$ cat config.mk
export PLATFORM = sky130hd
export DESIGN_NAME = versatile_register_n
export DESIGN_NICKNAME = d
export VERILOG_FILES = /design/src/rtl/versatile_register_n.sv
export SDC_FILE = /design/constraint.sdc
export NUM_CORES = 1
export LEC_CHECK = 0
export BUFFER_PORTS_ARGS = -buffer_cell sky130_fd_sc_hd__buf_2
export CAP_MARGIN = 20
export CORE_AREA = 4 4 53 55
export CTS_CLUSTER_DIAMETER = 50
export DETAILED_ROUTE_END_ITERATION = 12
export DIE_AREA = 0 0 57 59
export GPL_TIMING_DRIVEN = 0
export PLACE_DENSITY_LB_ADDON = 0.1
export SLEW_MARGIN = 20
export SYNTH_ARGS = -nofsm -noshare
export SYNTH_HDL_FRONTEND = slang
export SYNTH_SLANG_ARGS = --single-unit
$ cat constraint.sdc
create_clock -name clk -period 3.9 [get_ports clk]
set_input_delay 0.39 -clock clk [delete_from_list [all_inputs] [get_ports clk]]
set_output_delay 0.39 -clock clk [all_outputs]
set_load 0.02 [all_outputs]
$ cat src/rtl/versatile_register_n.sv
// versatile_register_n: N-bit multi-mode register (load, up/down count, shift, rotate, LFSR)
//   clk        rising-edge clock
//   reset      synchronous active-high reset (Q=0, serialout=0, carry=0, parity=0)
//   preset     synchronous preset to all ones
//   en         operation enable, 0 holds Q/serialout and clears carry
//   C          mode: 000 hold, 001 load, 010 up, 011 down, 100 shr, 101 shl, 110 ror, 111 lfsr
//   parin      parallel load data
//   serialin   serial input for shifts
//   Q          register contents
//   serialout  registered bit shifted/rotated out
//   carry      registered one-cycle count wrap pulse
//   zero       combinational Q==0
//   parity     registered ^Q when VREG_PARITY_EN is defined, constant 0 otherwise
module versatile_register_n #(
  parameter int WIDTH = 8,
  parameter logic [WIDTH-1:0] TAPS = WIDTH'(8'hB8),
  parameter logic [WIDTH-1:0] LFSR_SEED = WIDTH'(1)
) (
  input  logic             clk,
  input  logic             reset,
  input  logic             preset,
  input  logic             en,
  input  logic [2:0]       C,
  input  logic [WIDTH-1:0] parin,
  input  logic             serialin,
  output logic [WIDTH-1:0] Q,
  output logic             serialout,
  output logic             carry,
  output logic             zero,
  output logic             parity
);
  logic [WIDTH-1:0] r_q, w_q_op;
  logic r_so, r_cy, w_so_op, w_cy_op, w_fb;
  assign w_fb = ^(r_q & TAPS);
  always_comb begin
    w_q_op = r_q;
    w_so_op = r_so;
    w_cy_op = 1'b0;
    if (en) begin
      case (C)
        3'b001: w_q_op = parin;
        3'b010: begin
          w_q_op = r_q + WIDTH'(1);
          w_cy_op = &r_q;
        end
        3'b011: begin
          w_q_op = r_q - WIDTH'(1);
          w_cy_op = ~|r_q;
        end
        3'b100: begin
          w_q_op = {serialin, r_q[WIDTH-1:1]};
          w_so_op = r_q[0];
        end
        3'b101: begin
          w_q_op = {r_q[WIDTH-2:0], serialin};
          w_so_op = r_q[WIDTH-1];
        end
        3'b110: begin
          w_q_op = {r_q[0], r_q[WIDTH-1:1]};
          w_so_op = r_q[0];
        end
        3'b111: begin
          // an all-zero LFSR would lock up, so reseed instead of shifting
          w_q_op = ~|r_q ? LFSR_SEED : {r_q[WIDTH-2:0], w_fb};
          w_so_op = ~|r_q ? 1'b0 : r_q[WIDTH-1];
        end
        default: ;
      endcase
    end
  end
  always_ff @(posedge clk) begin
    if (reset) begin
      r_q <= '0;
      r_so <= 1'b0;
      r_cy <= 1'b0;
    end else if (preset) begin
      r_q <= '1;
      r_so <= 1'b0;
      r_cy <= 1'b0;
    end else begin
      r_q <= w_q_op;
      r_so <= w_so_op;
      r_cy <= w_cy_op;
    end
  end
`ifdef VREG_PARITY_EN
  logic r_par;
  logic [WIDTH-1:0] w_q_d;
  assign w_q_d = preset ? '1 : w_q_op;
  always_ff @(posedge clk) begin
    if (reset) r_par <= 1'b0;
    else r_par <= ^w_q_d;
  end
  assign parity = r_par;
`else
  assign parity = 1'b0;
`endif
  assign Q = r_q;
  assign serialout = r_so;
  assign carry = r_cy;
  assign zero = ~|r_q;
endmodule

Word level (Yosys, flattened, before mapping) --
Cells that the tools add are included.
Word-level totals: input port bits 16, flip-flop bits (word level) 10, output and inout port bits 12
Operators by class: eq/ne operators 7, add/sub/neg operators 2, reductions and logical operators 12, muxes and demuxes 7, bitwise gates (word level) 1
Operators by type and width (count):
- one-hot mux 8 bit (7 select lines) | 1
- 2-to-1 mux 8 bit | 3
- == test 3 bit, second input constant | 4
- adder 8 x 1 -> 8 bit, second input constant | 1
- AND reduction 8 bit | 1
- nonzero test 8 bit | 1
- OR reduction 8 bit | 1
- parity 8 bit | 1
- subtractor 8 x 1 -> 8 bit, second input constant | 1
- == test 3 x 2 -> 1 bit, second input constant | 2
- AND reduction 2 bit | 2
- OR reduction 2 bit | 2
- == test 3 x 1 -> 1 bit, second input constant | 1
- one-hot mux 1 bit (3 select lines) | 1
- nonzero test 3 bit | 1
- OR reduction 3 bit | 1
- one-hot mux 1 bit (2 select lines) | 1
- nonzero test 2 bit | 1
- zero test 1 bit | 1
- 2-to-1 mux 1 bit | 1
- NOT 1 bit | 1

Depth between registers and ports, before layout --
Gate-level depths: netlist of the first run.
word-level depth 5, depth in mapped cells 8, gate-level depth less buffers 7

Worst setup path after synthesis of the first run --
OpenSTA, ideal clock, no wires.
kind in2reg, from input port C[0], to register r_q[6] (netlist: Q[6]), stages 8, data required time 3805 ps, path slack 1877 ps, arrival 1927 ps, cell sequence buf_2 -> nand3b_1 -> xnor2_1 -> ha_1 -> or4b_1 -> o22ai_1 -> o31ai_1 -> a221oi_1
Between the ends: longest elaborated chain between the ends 4, elaborated cells between the ends (all ways) 12
Ends and longest elaborated chain:
- from (decl) | line 23 | input logic [2:0] C,
- == test 3 bit (tied with other cells) | line 40 | case (C)
- one-hot mux 8 bit (7 select lines) | line 40
- 2-to-1 mux 8 bit | line 39 | if (en) begin
- 2-to-1 mux 8 bit | line 76 | end else if (preset) begin
- to (signal assigned) | line 81 | r_q <= w_q_op;
- to (decl) | line 32 | logic [WIDTH-1:0] r_q, w_q_op;
Several ways; a longest one is shown, not always the timed one. The select of a mux whose other input is x is not followed. A chain may end at the register's enable or synchronous reset.

Final worst setup path of the first run --
Same ends and word-level chain as after synthesis.

==> results list, run 1 <==
- For this design the ratio of total power to cell area is 279 nW/um2.
- From synthesis to final layout, the design area changed by 17.8%.
* Slew at the pin with the worst max-slew slack: 0.779 ns
- Pre-Repair DR Iteration Count: 4
- Endpoint type of the worst setup path: flip-flop
- Number of core rows: 18
- After detailed routing, the number of vias per cell comes to 5.90.
* Total Routing Usage GR: 20.0%
- For this run, the post-layout net count is 196.
* Cell family with most CP delay: simple AND/OR/NAND/NOR gates
- Number of setup buffers added after CTS: 0
- The final hold violation count is 0.
- Arrival time worst endpoint: 2.46 ns
- Sequential elements use 17.9% of the synthesized area.
- After global routing the overflow that remains totals 0.
- Derived from the worst setup path, the maximum achievable clock frequency is 442 MHz.
- Across the VDD grid, the largest voltage drop is 0.162 mV.
- Combined area of all synthesized cells: 1120 um2
- Yosys mapped a number of flops with a built-in enable equal to 0.
- Hold buffer count at CTS: 0
- Final-report setup violation count: 0
- For this run, the slowest stage of the critical path takes 0.46 ns.
- The first global-routing pass estimated 5210 um of wire.
* Starting density of the core: 46.9%
- Register Area: 200 um2
- Clock H-tree levels: 1
- Clock latency of the later-clocked register in the worst-skew pair: 0.28 ns
- The tool flagged a number of max-cap violations equal to 0.
- The number of global-route vias before repair was 1112.
- Routability-driven placement finished with a final weighted congestion of 0.948.
* Crit path buffers/inverters: 2
- For the final routed database, the setup TNS stands at 0 ns.
* Critical path depth in cells: 9
- The clock period could shrink to 2.26 ns.
- CTS Buffer Depth: 2
* Die footprint: 3360 um2
- Multi-input gate area in the final layout: 823 um2
* Clock sink count: 10
* Netlist cell types: 53
- Start-to-end type of the worst setup path: primary input to flip-flop
- P_leak: 0.560 nW
* Non-filler instance count after layout: 206
* Num CTS Buffers: 3
* PortBufs: 25
- Net Count, Synth: 166
* Half-perimeter wire length after placement: 2430 um
- The initial antenna violation count came to 0.
- The number of max-slew violations in the final report is 0.
- Routed wire length: 3230 um
* Clock slew seen by the registers of the worst setup and hold paths: 0.08 ns
- Along the worst hold path, the cell count comes to 2.
- Worst hold path type: primary input to flip-flop
- #FFs+latches synth: 10
- The flow ran to the end, and the final reports show no timing, DRC or antenna violations.
- Including well taps, the total number of placed cells is 202.
- Gates resized during post-CTS repair numbered 0.
- After detailed routing, the number of remaining DRC violations is 0.
- The core region is 2390 um2.
- Maximum net fanout on the critical path: 10
* Antenna Cells: 0
- Hold slack: 0.322 ns
- Across all setup checks in the final design, the least slack found is 1.64 ns.
- Sequence of cells on the critical path: buf_2 -> buf_2 -> nand3b_1 -> xnor2_1 -> ha_1 -> or4b_1 -> o22ai_1 -> o31ai_1 -> a221oi_1
- The worst register-to-register path has a depth of 7.
- TritonCTS built the clock tree.
- CP most frequent cell: sky130_fd_sc_hd__buf_2
- For this run, the number of Yosys warnings is 0.
* Setup repair after global routing missed its margin: false
- Headroom to the max-slew limit came out at 47.4%.
- Share of layout cells above drive strength 1: 29.0%
- Dividing the detail-routed wire length by the instance count gives 15.7 um.
- Post-Place Worst Slack: 1.39 ns
- Among all stages on the critical path, the largest delay is contributed by sky130_fd_sc_hd__or4b_1.
* Post-route total power: 368 uW
- Fill cells in the final layout number 255.
- Overall die width: 57 um
- Height of the die: 59 um
* Count of antenna-violating nets left after detailed routing: 0
- The worst setup path is launched from a primary input.
* Crit share post-route: 58.0%
- Cell count after synthesis: 147
- For this design the top-level I/O count stands at 28.
- Among all flip-flop cells after synthesis, the most frequent one is sky130_fd_sc_hd__dfxtp_1.
- Number of violations reported at the end of detailed-routing iteration 0: 52
* Mean instance size in the synthesized netlist: 7.62 um2
- Share of flip-flops with an asynchronous set or reset: 0%
* Critical path data required time: 4.09 ns
* Total vias in the final route: 1215
- Entering global routing, the biggest net connects 11 pins.
- In this run the clock root is driven by a sky130_fd_sc_hd__clkbuf_4.
* Worst clock skew: 0.00413 ns
==> cell type report <==
cell class / instances / share of cell area (%)
plain buffers: 15 / 6.17
inverters: 4 / 1.14
repair buffers: 25 / 9.49
multi-input cells: 118 / 62.4
flip-flops and latches: 10 / 15.2
clock buffers: 4 / 2.75
well taps: 30 / 2.85
==> final timing paths <==
kind	start	to	slack [ns]
worst max-delay path	C[0]	Q[6]	1.64
worst min-delay path	preset	serialout	0.32
worst max register to register	Q[1]	Q[6]	1.89
worst min register to register	serialout	serialout	0.52
==> sequential cells by signal (all words and copies together) (netlist names) <==
| name | cells |
|---|---|
| serialout | 1 |
| Q | 8 |
| carry | 1 |
==> through the flow <==
stage / area, um2 / util [%]
detailed placement: 1280 / 53.7
global placement: 1280 / 53.7
finish: 1320 / 55.2
floorplan: 1120 / -
CTS: 1320 / 55.2
global route: 1320 / 55.2
==> worst reg2reg max path: cells and delay by family (launching register included) <==
kind	cells	cell delay (ns)
AO/OA/AOI/OAI	3	0.63
adder cells (fa/ha/maj)	1	0.22
AND/OR/NAND/NOR	1	0.46
flip-flops	1	0.31
XOR/XNOR	1	0.13
buffers and inverters	1	0.17
==> logic make-up (layout without fill, tap and decap cells) <==
kind of cell / after synthesis / count (layout) / synth area share, %
other: 1 / 1 / 0.335
buffers and inverters: 19 / 48 / 8.60
adder cells (fa/ha/maj): 3 / 3 / 3.35
multiplexers: 8 / 8 / 7.49
AO/OA/AOI/OAI: 35 / 35 / 21.5
AND/OR/NAND/NOR: 68 / 68 / 38.5
XOR/XNOR: 3 / 3 / 2.35
flip-flops: 10 / 10 / 17.9
==> where the power goes <==
part,switching (mW),internal (mW)
registers,0.00717,0.110
logic,0.0870,0.0598
clock network,0.0470,0.0568
total,0.141,0.227
==> layout by cell type (no fill, tap or decap), types with 3 or more instances in the layout <==
| cell | synthesis | layout |
|---|---|---|
| sky130_fd_sc_hd__o22ai_1 | 3 | 3 |
| sky130_fd_sc_hd__a211oi_1 | 3 | 3 |
| sky130_fd_sc_hd__nor2b_1 | 3 | 3 |
| sky130_fd_sc_hd__nand2_1 | 8 | 8 |
| sky130_fd_sc_hd__inv_1 | 4 | 4 |
| sky130_fd_sc_hd__nand4_1 | 3 | 3 |
| sky130_fd_sc_hd__a21oi_1 | 6 | 6 |
| sky130_fd_sc_hd__nor2_1 | 12 | 12 |
| sky130_fd_sc_hd__buf_2 | 7 | 32 |
| sky130_fd_sc_hd__o21ai_0 | 5 | 5 |
| sky130_fd_sc_hd__mux2_2 | 3 | 3 |
| sky130_fd_sc_hd__nand2b_1 | 12 | 12 |
| sky130_fd_sc_hd__mux2i_1 | 5 | 5 |
| sky130_fd_sc_hd__ha_1 | 3 | 3 |
| sky130_fd_sc_hd__clkbuf_4 | 0 | 3 |
| sky130_fd_sc_hd__dfxtp_1 | 10 | 10 |
| sky130_fd_sc_hd__xnor2_1 | 3 | 3 |
| sky130_fd_sc_hd__a31oi_1 | 5 | 5 |
| sky130_fd_sc_hd__nand3b_1 | 3 | 3 |
| sky130_fd_sc_hd__nand3_1 | 4 | 4 |
| sky130_fd_sc_hd__nor3_1 | 4 | 4 |
==> synthesized netlist by cell type (3+ instances only) <==
cell type,instances,area (um2)
sky130_fd_sc_hd__nand3_1,4,20.0
sky130_fd_sc_hd__o22ai_1,3,18.8
sky130_fd_sc_hd__a21oi_1,6,30.0
sky130_fd_sc_hd__nor2_1,12,45.0
sky130_fd_sc_hd__nand3b_1,3,22.5
sky130_fd_sc_hd__buf_2,7,35.0
sky130_fd_sc_hd__xnor2_1,3,26.3
sky130_fd_sc_hd__mux2i_1,5,50.1
sky130_fd_sc_hd__nand4_1,3,18.8
sky130_fd_sc_hd__dfxtp_1,10,200
sky130_fd_sc_hd__inv_1,4,15.0
sky130_fd_sc_hd__mux2_2,3,33.8
sky130_fd_sc_hd__nand2b_1,12,75.1
sky130_fd_sc_hd__nor2b_1,3,18.8
sky130_fd_sc_hd__o21ai_0,5,25.0
sky130_fd_sc_hd__ha_1,3,37.5
sky130_fd_sc_hd__a211oi_1,3,22.5
sky130_fd_sc_hd__a31oi_1,5,31.3
sky130_fd_sc_hd__nand2_1,8,30.0
sky130_fd_sc_hd__nor3_1,4,20.0
==> per-layer routing <==
layer	track usage (%)	vias up	wire length, um	part of all wire, %
met5	0	-	0	0
met4	10.9	0	90	2.8
met3	3.05	8	249	7.7
met2	30.8	47	1450	45
met1	26.9	553	1450	45
li1	-	607	-	-
(Power assumes the default switching activity.)
==> inputs of run 2 (changes only) <==
- clock period: 3.9 -> 2.1 ns (I/O delays scaled with it)
==> run 2 against run 1 <==
Against the previous run:
- utilization is 0.26 points higher
- clock power up 87%
- highest routed layer unchanged
- setup slack lost 1.5 ns
==> results list, run 2 (same netlist as run 1, synthesis figures left out) <==
* Run status: complete, no violations
- The final routed wirelength across all metal layers was 3280 um (+1.3%).
* Library cell used as clock root buffer: sky130_fd_sc_hd__clkbuf_4
* Vias per cell: 5.96 (+1.1%)
* Count of instances resized after the clock tree is built: 0 (unchanged)
* Placeable Area: 2390 um2 (unchanged)
- The critical path arrival came to 2.18 ns (-0.28 ns).
* Start-to-end type of the worst setup path: primary input to flip-flop
- Critical path data required time: 2.30 ns (-1.79 ns)
* Post-route total power: 688 uW (+87%)
- The sink count of the clock tree was 10 (unchanged).
* Max reg flops: 8 (unchanged)
- Most frequent cells in the layout: 32 x sky130_fd_sc_hd__buf_2, 12 x sky130_fd_sc_hd__nor2_1, 12 x sky130_fd_sc_hd__nand2b_1, 10 x sky130_fd_sc_hd__dfxtp_1, 8 x sky130_fd_sc_hd__nand2_1
* Power per cell area: 519 nW/um2 (+86%)
- The slew of the pin with the lowest slew margin was 0.794 ns (+0.0147 ns).
- The initial detailed-routing violation count was 72 (+38%).
- The number of buffers added by the clock tree synthesis step came to 3 (unchanged).
* Clock H-tree levels: 1 (unchanged)
* Worst hold path type: primary input to flip-flop
- Maximum net fanout on the critical path: 10 (unchanged)
* Register Area: 200 um2 (unchanged)
* Routability congestion estimate from global placement: 0.948 (unchanged)
* Endpoint type of the worst setup path: flip-flop
- TritonCTS clock tree: yes
- Maximum number of pins on one net before global-route repair: 11 (unchanged)
- Pre-Repair DR Iteration Count: 4 (unchanged)
- The buffer depth of the longest clock path was 2 (unchanged).
- Vias in the first global route: 1112 (unchanged)
- P_leak: 0.561 nW (+0.14%)
- The buffer count from post-CTS setup fixing is 0 (unchanged).
- The number of max-slew violations in the final report is 0 (unchanged).
- The top-level port count was 28 (unchanged).
* Final-report setup violation count: 0 (unchanged)
* Number of core rows: 18 (unchanged)
- Placement-stage cell area: 1280 um2 (unchanged)
- Crit share post-route: 94.6%
- The starting density of the core was 46.9% (unchanged).
- Hold buffer count at CTS: 0 (unchanged)
- Number of design rule violations left after detail routing: 0 (unchanged)
- The aggregate global-route resource usage is 20.0% (unchanged).
- Clock slew seen by the registers of the worst setup and hold paths: 0.09 ns (about the same)
- Overall die width: 57 um (unchanged)
- Count of antenna-violating nets left after detailed routing: 0 (unchanged)
- Die footprint: 3360 um2 (unchanged)
* Wire length of the first global-routing pass: 5210 um (unchanged)
- Total vias in the final route: 1228 (+1.1%)
* Multi-input gate area in the final layout: 830 um2 (+0.76%)
- Slew headroom: 46.4% (-0.99 points)
- Share of layout cells above drive strength 1: 29.5% (+0.57 points)
- Leaving out fill and tap cells, the most frequent cell in the layout is sky130_fd_sc_hd__buf_2.
- The antenna diode count is 0 (unchanged).
- The max-capacitance violation count is 0 (unchanged).
* PortBufs: 25 (unchanged)
- The worst setup path is launched from a primary input.
* Clock latency of the later-clocked register in the worst-skew pair: 0.28 ns (about the same)
- The number of filler instances in the final layout came to 257 (+0.78%).
* Half-perimeter wire length after placement: 2430 um (unchanged)
* Number of antenna violations at the first check in global routing: 0 (unchanged)
- Area growth, synth to finish: 18.3%
- The peak supply drop was 0.302 mV (+87%).
- The maximum clock skew at final layout came to 0.00664 ns (+0.00251 ns).
* Height of the die: 59 um (unchanged)
- Final instance area: 1330 um2 (+0.47%)
* Fin nets: 196 (unchanged)
* Final Critical Period: 1.99 ns
- Wire length per cell after detailed routing: 15.9 um (+1.3%)
- Top achievable clock speed: 503 MHz
* Total congestion overflow: 0 (unchanged)
- Endpoints failing hold: 0 (unchanged)
==> run 2: path summary, 6_finish.rpt <==
path	endpoint	cells after the start	slack (ns)	from
max	Q[6]	9	0.11	C[0]
min	serialout	2	0.14	preset
max reg2reg	Q[5]	7	0.19	Q[4]
min reg2reg	serialout	2	0.52	serialout
==> run 2: cell type report <==
class	instances	area share [%]
multi-input combinational	118	62.6
sequential	10	15.1
timing repair buffer	25	9.44
buffer	15	6.14
tap	30	2.83
clock buffer	4	2.74
inverter	4	1.13
==> run 2: routing by layer <==
metal | track usage [%] | vias to the layer above | routed length [um] | share of wire [%]
met5 | 0 | - | 0 | 0
met4 | 10.9 | 0 | 82 | 2.5
met3 | 3.05 | 9 | 262 | 8.0
met2 | 30.8 | 57 | 1500 | 46
met1 | 26.9 | 554 | 1430 | 44
li1 | - | 608 | - | -
==> run 2: critical path: stages <==
cell                       delay, ns
sky130_fd_sc_hd__buf_2          0.15
sky130_fd_sc_hd__buf_2          0.22
sky130_fd_sc_hd__nand3b_1       0.20
sky130_fd_sc_hd__xnor2_1        0.18
sky130_fd_sc_hd__ha_1           0.22
sky130_fd_sc_hd__or4b_1         0.49
sky130_fd_sc_hd__o22ai_2        0.19
sky130_fd_sc_hd__o31ai_1        0.09
sky130_fd_sc_hd__a221oi_1       0.24
==> run 2: where the power goes <==
part / internal, mW / switching [mW] / total (mW)
sequential: 0.205 / 0.0134 / 0.218
clock: 0.106 / 0.0887 / 0.194
combinational: 0.112 / 0.164 / 0.275
total: 0.422 / 0.266 / 0.688
==> run 2: per-stage QoR <==
| stage | hold WS [ns] | std cells | utilization [%] | worst slack, ns | setup TNS [ns] |
|---|---|---|---|---|---|
| 6_report | 0.136 | 206 | 55.5 | 0.113 | 0 |
| 4_1_cts | 0.135 | 206 | 55.2 | 0.0718 | 0 |
| 5_1_grt | 0.151 | 206 | 55.5 | -0.00464 | -0.00464 |
| 2_1_floorplan | 0.286 | 147 | - | 0.210 | 0 |
| 3_5_place_dp | 0.447 | 202 | 53.7 | -0.234 | -0.234 |
| 3_3_place_gp | 0.433 | 202 | 53.7 | -0.223 | -0.223 |
